## config.mk

```make
export PLATFORM = sky130hd
export DESIGN_NAME = dkongjr_pal_loader
export DESIGN_NICKNAME = d
export VERILOG_FILES = /design/src/rtl/dkongjr_pal_pkg.sv /design/src/rtl/dkongjr_pal_hold.sv /design/src/rtl/dkongjr_pal_loader.sv
export SDC_FILE = /design/constraint.sdc
export NUM_CORES = 1
export LEC_CHECK = 0
export BUFFER_PORTS_ARGS = -buffer_cell sky130_fd_sc_hd__buf_2
export CAP_MARGIN = 15
export CORE_ASPECT_RATIO = 0.7
export CORE_MARGIN = 3
export CORE_UTILIZATION = 36
export CTS_BUF_LIST = sky130_fd_sc_hd__clkbuf_8
export CTS_CLUSTER_DIAMETER = 100
export DETAILED_ROUTE_END_ITERATION = 6
export GPL_ROUTABILITY_DRIVEN = 0
export PLACE_DENSITY = 0.63
export REMOVE_ABC_BUFFERS = 1
export SYNTH_ARGS = -nofsm -noshare
export SYNTH_HDL_FRONTEND = slang
export SYNTH_HIERARCHICAL = 1
export SYNTH_SLANG_ARGS = --single-unit
```

## constraint.sdc

```tcl
create_clock -name CLK_6M -period 2.1 [get_ports CLK_6M]
set_input_delay 0.42 -clock CLK_6M [delete_from_list [all_inputs] [get_ports CLK_6M]]
set_output_delay 0.42 -clock CLK_6M [all_outputs]
set_load 0.01 [all_outputs]
```

## src/rtl/dkongjr_pal_pkg.sv

```systemverilog
// dkongjr_pal_pkg: shared state encoding and sizes for the palette loader
package dkongjr_pal_pkg;
  typedef enum logic [2:0] {
    IDLE   = 3'd0,
    LOAD2E = 3'd1,
    LOAD2F = 3'd2,
    CHECK  = 3'd3,
    DONE   = 3'd4
  } pal_state_t;
  localparam int PAL_AW    = 8;
  localparam int PAL_BYTES = 512;
endpackage

```

## src/rtl/dkongjr_pal_hold.sv

```systemverilog
// dkongjr_pal_hold: one-entry byte hold register with blank-gated drain
module dkongjr_pal_hold #(
  parameter bit WRITE_IN_BLANK = 1'b1
) (
  input  logic       CLK_6M,
  input  logic       W_1EF_RST,
  input  logic       clr,
  input  logic       load,
  input  logic [7:0] data,
  input  logic       drain_en,
  input  logic       cmpblk_n,
  output logic       full,
  output logic [7:0] q,
  output logic       drain
);
  // load needs an empty entry and drain a full one, so they never coincide
  assign drain = full && drain_en && (!WRITE_IN_BLANK || !cmpblk_n);
  always_ff @(posedge CLK_6M or negedge W_1EF_RST)
    if (!W_1EF_RST) begin
      full <= 1'b0;
      q    <= 8'h00;
    end else if (clr) full <= 1'b0;
    else if (load) begin
      full <= 1'b1;
      q    <= data;
    end else if (drain) full <= 1'b0;
endmodule

```

## src/rtl/dkongjr_pal_loader.sv

```systemverilog
// dkongjr_pal_loader: sequences a checksummed byte stream into palette RAMs 2E and 2F
module dkongjr_pal_loader
  import dkongjr_pal_pkg::*;
#(
  parameter int PAL_DEPTH      = 256,
  parameter bit WRITE_IN_BLANK = 1'b1
) (
  input  logic              CLK_6M,
  input  logic              W_1EF_RST,
  input  logic              I_START,
  input  logic              I_CMPBLKn,
  input  logic              I_DL_VALID,
  input  logic [7:0]        I_DL_DATA,
  output logic              O_DL_READY,
  output logic [PAL_AW-1:0] O_CNF_A,
  output logic [7:0]        O_CNF_D,
  output logic              O_CNF_EN,
  output logic              O_WE2,
  output logic              O_WE3,
  output logic              O_BUSY,
  output logic              O_DONE,
  output logic              O_ERR
);
  localparam logic [PAL_AW-1:0] LAST = PAL_AW'(PAL_DEPTH - 1);
  pal_state_t        state, state_d;
  logic [PAL_AW-1:0] addr;
  logic [7:0]        csum, hold_q;
  logic              full, wr, busy, err;
  assign busy       = state inside {LOAD2E, LOAD2F, CHECK};
  assign O_CNF_EN   = busy;
  assign O_BUSY     = busy;
  assign O_DL_READY = busy && !full;
  assign O_DONE     = state == DONE;
  assign O_ERR      = err;
  // a held trailer in CHECK is consumed by the move to DONE, never written
  dkongjr_pal_hold #(.WRITE_IN_BLANK(WRITE_IN_BLANK)) u_hold (
    .CLK_6M    (CLK_6M),
    .W_1EF_RST (W_1EF_RST),
    .clr       (I_START || (state == CHECK && full)),
    .load      (I_DL_VALID && O_DL_READY),
    .data      (I_DL_DATA),
    .drain_en  (state == LOAD2E || state == LOAD2F),
    .cmpblk_n  (I_CMPBLKn),
    .full      (full),
    .q         (hold_q),
    .drain     (wr)
  );
  always_ff @(posedge CLK_6M or negedge W_1EF_RST)
    if (!W_1EF_RST) state <= IDLE;
    else state <= state_d;
  always_comb begin
    state_d = state;
    if (I_START) state_d = LOAD2E;
    else if (wr && addr == LAST) state_d = (state == LOAD2E) ? LOAD2F : CHECK;
    else if (state == CHECK && full) state_d = DONE;
  end
  always_ff @(posedge CLK_6M or negedge W_1EF_RST)
    if (!W_1EF_RST) begin
      addr    <= '0;
      csum    <= 8'h00;
      err     <= 1'b0;
      O_CNF_A <= '0;
      O_CNF_D <= 8'h00;
      O_WE2   <= 1'b0;
      O_WE3   <= 1'b0;
    end else if (I_START) begin
      addr  <= '0;
      csum  <= 8'h00;
      err   <= 1'b0;
      O_WE2 <= 1'b0;
      O_WE3 <= 1'b0;
    end else begin
      O_WE2 <= wr && state == LOAD2E;
      O_WE3 <= wr && state == LOAD2F;
      if (wr) begin
        O_CNF_A <= addr;
        O_CNF_D <= hold_q;
        addr    <= addr + 1'b1;
      end
      if (I_DL_VALID && O_DL_READY) csum <= csum + I_DL_DATA;
      if (state == CHECK && full) err <= csum != 8'h00;
    end
endmodule

```

After elaboration in Yosys (flattened, before gate mapping)
Cells that the tools add are included.
- output and inout bits: 23
- register bits: 47
- bits in writable memories: 0
- latch bits: 0
- memory bits (read-only): 0
- memories: 0
- magnitude comparators: 0
- multipliers: 0
- muxes and demuxes: 15
- $add $sub $neg: 2
- bitwise operators: 2
- equal/unequal tests: 5
- divide/modulo/power cells: 0
- shift operators: 0
- reduce and logical (&&, ||, !) cells: 21
- operator list (operator ; number):
    2-to-1 mux 8 bit ; 4
    2-to-1 mux 3 bit ; 3
    nonzero test 3 bit ; 3
    adder 8 x 1 -> 8 bit, second input constant ; 1
    adder 8 bit ; 1
    == test 8 bit, second input constant ; 1
    logical AND 1 bit ; 8
    2-to-1 mux 1 bit ; 8
    nonzero test 8 bit ; 1
    == test 3 x 2 -> 1 bit, second input constant ; 2
    nonzero test 2 bit ; 3
    AND reduction 2 bit ; 2
    == test 3 x 1 -> 1 bit, second input constant ; 1
    == test 3 bit, second input constant ; 1
    zero test 1 bit ; 2
    logical OR 1 bit ; 2
    NOT 1 bit ; 2

Depth between registers and ports, before layout
- depth in word-level cells: 7
- depth in mapped cells: 11
- gate-level depth less buffers: 9

By module
Netlist, hierarchy kept.
- by module, submodules not included (module ; cells each ; seq. area each (sq um) ; area each (sq um) ; times used):
    dkongjr_pal_loader ; 177 ; 950.9 ; 1951.9 ; 1
    dkongjr_pal_hold ; 24 ; 225.2 ; 389.1 ; 1

Worst setup path before layout
Ideal clock, no wire load.
- path type: reg-to-reg
- from: reg state[0]
- to: reg state[0]
- buffers on the path: 2
- path slack: 0.242 ns
- stages on the path, launching flop included: 12
- setup time: 0.124 ns
- arrival: 1.735 ns
- required time: 1.976 ns
- path through: dfrtp_1 buf_4 xnor2_1 nor2_1 nand2b_1 nor2_1 buf_4 nand4_1 nor2_1 and3_1 and4bb_2 o21bai_1
- word-level cells in the longest chain between the ends: 7
- elaborated cells between the ends (all ways): 12
- ends and longest elaborated chain (what ; RTL line ; RTL):
    from (decl) ; dkongjr_pal_loader.sv:25 ; pal_state_t state, state_d;
    from (signal assigned) ; dkongjr_pal_loader.sv:50 ; else state <= state_d;
    == test 3 x 1 -> 1 bit or == test 3 x 2 -> 1 bit (tied branches) ; dkongjr_pal_loader.sv:42 ; .drain_en (state == LOAD2E || state == LOAD2F),
    logical OR 1 bit (*) ; dkongjr_pal_loader.sv:42 ;
    logical AND 1 bit (*) (2 in a row) ; dkongjr_pal_hold.sv:17 ; assign drain = full && drain_en && (!WRITE_IN_BLANK || !cmpblk_n);
    via wr ; dkongjr_pal_loader.sv:28 ; logic full, wr, busy, err;
    logical AND 1 bit (*) ; dkongjr_pal_loader.sv:54 ; else if (wr && addr == LAST) state_d = (state == LOAD2E) ? LOAD2F : CHECK;
    2-to-1 mux 3 bit ; dkongjr_pal_loader.sv:54 ;
    2-to-1 mux 3 bit ; dkongjr_pal_loader.sv:53 ; if (I_START) state_d = LOAD2E;
The timed path passes the listed nets; every way through them passes the cells marked *.
A chain may end at the register's enable or synchronous reset.

Final worst setup path
- from: reg state[1]
- to: reg u_hold.q[4]
- word-level cells in the longest chain between the ends: 5
- elaborated cells between the ends (all ways): 10
- ends and longest elaborated chain (what ; RTL line ; RTL):
    == test 3 x 1 -> 1 bit (tied with other cells) ; dkongjr_pal_loader.sv:29 ; assign busy = state inside {LOAD2E, LOAD2F, CHECK};
    nonzero test 3 bit or logical AND 1 bit (tied branches) ; dkongjr_pal_loader.sv:29, dkongjr_pal_loader.sv:39 ;
    logical AND 1 bit or logical OR 1 bit (tied branches) ; dkongjr_pal_loader.sv:32, dkongjr_pal_loader.sv:39 ;
    logical AND 1 bit or NOT 1 bit (tied branches) ; n/a ;
    AND reduction 2 bit (no source line) (*) ; n/a ;
    to (signal assigned) ; dkongjr_pal_hold.sv:25 ; q <= data;
    to (decl) ; dkongjr_pal_hold.sv:13 ; output logic [7:0] q,
Every way passes the cells marked *; elsewhere a longest branch is shown, timed or not.

==> results by group <==
Power and ir drop
  – P_sw: between 500 and 600 uW
  – Logic gate share of total power: 20.3%
  – Clk pwr share: between 30% and 40%
  – Reg power frac: between 40% and 50%
  – Pint: roughly 1600 uW
  – Switching part of the total: 27.0%
  – Maximum vdd ir drop: between 0.2 and 0.3 mV
  – Pwr/cell area: slightly above 800 mW/mm2
  – Leakage: between 0.001 and 0.0015 uW

Yosys
  – Synth cell types: 42
  – Mapped Area: approximately 0.0023 mm2
  – Asr flop ratio synth: 100%
  – Number of synthesized flops with an enable pin: 0
  – Gate Count Post-Synth: about 200
  – Ys Warns: 6
  – Avg Cell Area, Syn: 11.6 um2
  – Top FF cell, synth: dfrtp_1
  – Synthesized flop and latch total: 47
  – Register area share after synthesis: 50.2%

STA
  – Max Slew Vio Count: 0
  – Unrepaired setup endpoints after global routing: no
  – Worst clock skew: just under 0.009 ns
  – Worst slew pin tran: just over 0.6 ns
  – Final Critical Period: around 1.9 ns
  – Final period utilization: 91.5%
  – Post-route setup slack: ~0.18 ns
  – # setup viols final: 0
  – Relative slew slack: between 50% and 60%
  – F_max: around 0.52 GHz
  – Final Hold Viols: 0

Hold path
  – Worst hold-check path type: primary input to asynchronous set/reset pin

Floorplanning
  – Die height: between 70 and 80 um
  – I/O pin total: 36
  – Die ar.: 0.00752 mm2
  – Width of the die: 102 um
  – Core area: around 0.006 mm2
  – # rows: 23
  – Initial cell density of the core: 38.9%

Global routing
  – Initial antenna violation count: 0
  – First-pass GRT wire length: 7450 um
  – Pin count of the biggest net entering global routing: 48
  – Total Routing Usage GR: 12.9%
  – Total grt overflow: 0
  – Number of global-route vias before repair: 1480

Route
  – WL/cell: between 10 and 15 um
  – Vias per cell: a little under 5
  – DRT iter0 DRCs: 54
  – Final wirelength: approximately 4500 um
  – 1st-pass router iterations: 4
  – Remaining antenna violation count: 0
  – Post-route DRC violation count: 0
  – Via Count: 1537

Clock network
  – Post-CTS resize count: 0
  – H-tree levels: 2
  – Worst-Skew Late Latency: just under 0.3 ns
  – CTS sink count: between 40 and 50
  – Post-CTS Setup Inserts: 0
  – Post-CTS Hold Fix Bufs: 0
  – CTS Buf Count: 5
  – Longest Clk Path Bufs: 2
  – CTS tree: yes
  – Root Buffer: clkbuf_8
  – CTS clock-pin slew for the worst setup and hold paths: 0.09 ns

Critical path
  – Cell Chain, Critical Path: buf_4 > nor2_4 > nor3_4 > nand2_4 > clkinv_4 > nor2b_1 > buf_4 > mux2_4
  – Crit end category: flip-flop
  – Data required, critical path: 2.28 ns
  – CP max stage delay: roughly 0.47 ns
  – Crit-path max FO: 7
  – Critical Path AT: around 2.1 ns
  – CP Class: flip-flop to flip-flop
  – Startpoint types: flip-flop
  – Critical-path top delay cell: dfrtp_1
  – Critical Path Most Common Cell: buf_4

Layout
  – Nets: 265
  – Fill cells: 558
  – Final Util: about 45%
  – Proportion of layout cells with a drive suffix above 1: about a third
  – Ant diodes: 0
  – Design area: 0.00272 mm2
  – Final cell count without fillers: ~320
  – Layout area overhead: 16.1%

Place
  – PortBufs: 35
  – Pre-CTS WS: about 0.075 ns
  – DP HPWL: 3240 um
  – Dpl cells: 311
  – Placed instance area: about 0.0026 mm2

Flow run
  – Max_cap viols: 0

Outcome
  – Status: finished, final reports clean
[registers in the layout, indices dropped and copies added (netlist names)]
name	cells
O_WE2	1
state	3
O_CNF_A	8
u_hold/full	1
O_ERR	1
u_hold/q	8
addr	8
csum	8
O_CNF_D	8
O_WE3	1
[stage by stage]
| step | setup TNS (ns) | power [uW] | hold slack [ns] |
|---|---|---|---|
| 2_1_floorplan | -0.0240 | 1380 | 0.124 |
| 6_report | 0 | 2210 | 0.223 |
| 3_5_place_dp | 0 | 1570 | 0.488 |
| 3_3_place_gp | 0 | 1560 | 0.482 |
| 4_1_cts | 0 | 2250 | 0.234 |
| 5_1_grt | 0 | 2340 | 0.266 |
[cells in the final DEF (no fill, tap or decap), types with 3 or more instances in the layout]
| cell | count |
|---|---|
| nand3_1 | 4 |
| buf_2 | 35 |
| nand2b_1 | 4 |
| ha_1 | 8 |
| a21oi_1 | 14 |
| mux2_2 | 16 |
| inv_1 | 3 |
| xnor2_1 | 6 |
| buf_4 | 12 |
| nand2_1 | 17 |
| xor2_1 | 6 |
| clkbuf_8 | 5 |
| mux2_4 | 8 |
| dfrtp_1 | 47 |
| nand4_1 | 3 |
| nor2_1 | 20 |
[power by group through the flow]
stage          clock network (uW)  logic [uW]  registers (uW)
6_report                      663         449            1100
5_1_grt                       724         503            1110
4_1_cts                       692         455            1100
3_5_place_dp                    0         453            1120
3_3_place_gp                    0         449            1110
2_1_floorplan                   0         249            1130
[synthesized netlist by cell type (all sizes together), types with 3 or more instances]
cell type  number  area share (%)
xor2            6             2.2
xnor2           6             2.2
ha              8             4.3
nand4           3            0.80
nand3           4            0.86
nand2          18             3.2
a21oi          14             3.0
dfrtp          47              50
buf            10             3.7
nor2           21             3.7
nand2b          4             1.1
inv             3            0.48
mux2           25              13
[cell type report]
type	count	area (um2)	area share, %
multi-input cells	138	1050	38.6
inverters	4	20.0	0.737
well taps	75	93.8	3.45
clock buffers	5	68.8	2.53
clock inverters	3	43.8	1.61
flip-flops and latches	47	1180	43.3
repair buffers	47	265	9.76
[layer usage]
layer,track usage [%],vias to the layer above,part of all wire (%)
li1,-,775,-
met1,20.5,730,56
met2,17.0,30,39
met3,3.70,2,4.7
met4,3.06,0,0.31
met5,0,-,0
[logic make-up (layout without fill, tap and decap cells)]
logic type,after synthesis,after routing,share of synthesized area (%)
and+or+nand+nor,66,66,15.1
DFF,47,47,50.2
muxes,27,27,14.2
AOI/OAI and AO/OA,24,24,5.93
buffers and inverters,16,59,4.92
xor gates and xnor gates,12,12,4.49
adders and majority gates,9,9,5.13
[path summary, 6_finish.rpt]
check,from,end,slack (ns),depth (start not counted)
min reg2reg,O_CNF_D[2],O_CNF_D[2],0.51,1
min in group CLK_6M,I_DL_DATA[6],u_hold/q[6],0.38,2
min,W_1EF_RST,O_WE3,0.22,2
max in group asynchronous,W_1EF_RST,O_CNF_A[0],1.46,2
max,state[1],u_hold/q[4],0.18,8
max reg2reg,state[1],u_hold/q[4],0.18,8
[critical path, delay by kind of cell (launching register included)]
kind | cells | cell delay, ns
and+or+nand+nor | 4 | 0.59
DFF | 1 | 0.47
buffers and inverters | 3 | 0.45
muxes | 1 | 0.31
Note: power is estimated with default switching activity, not from simulation.
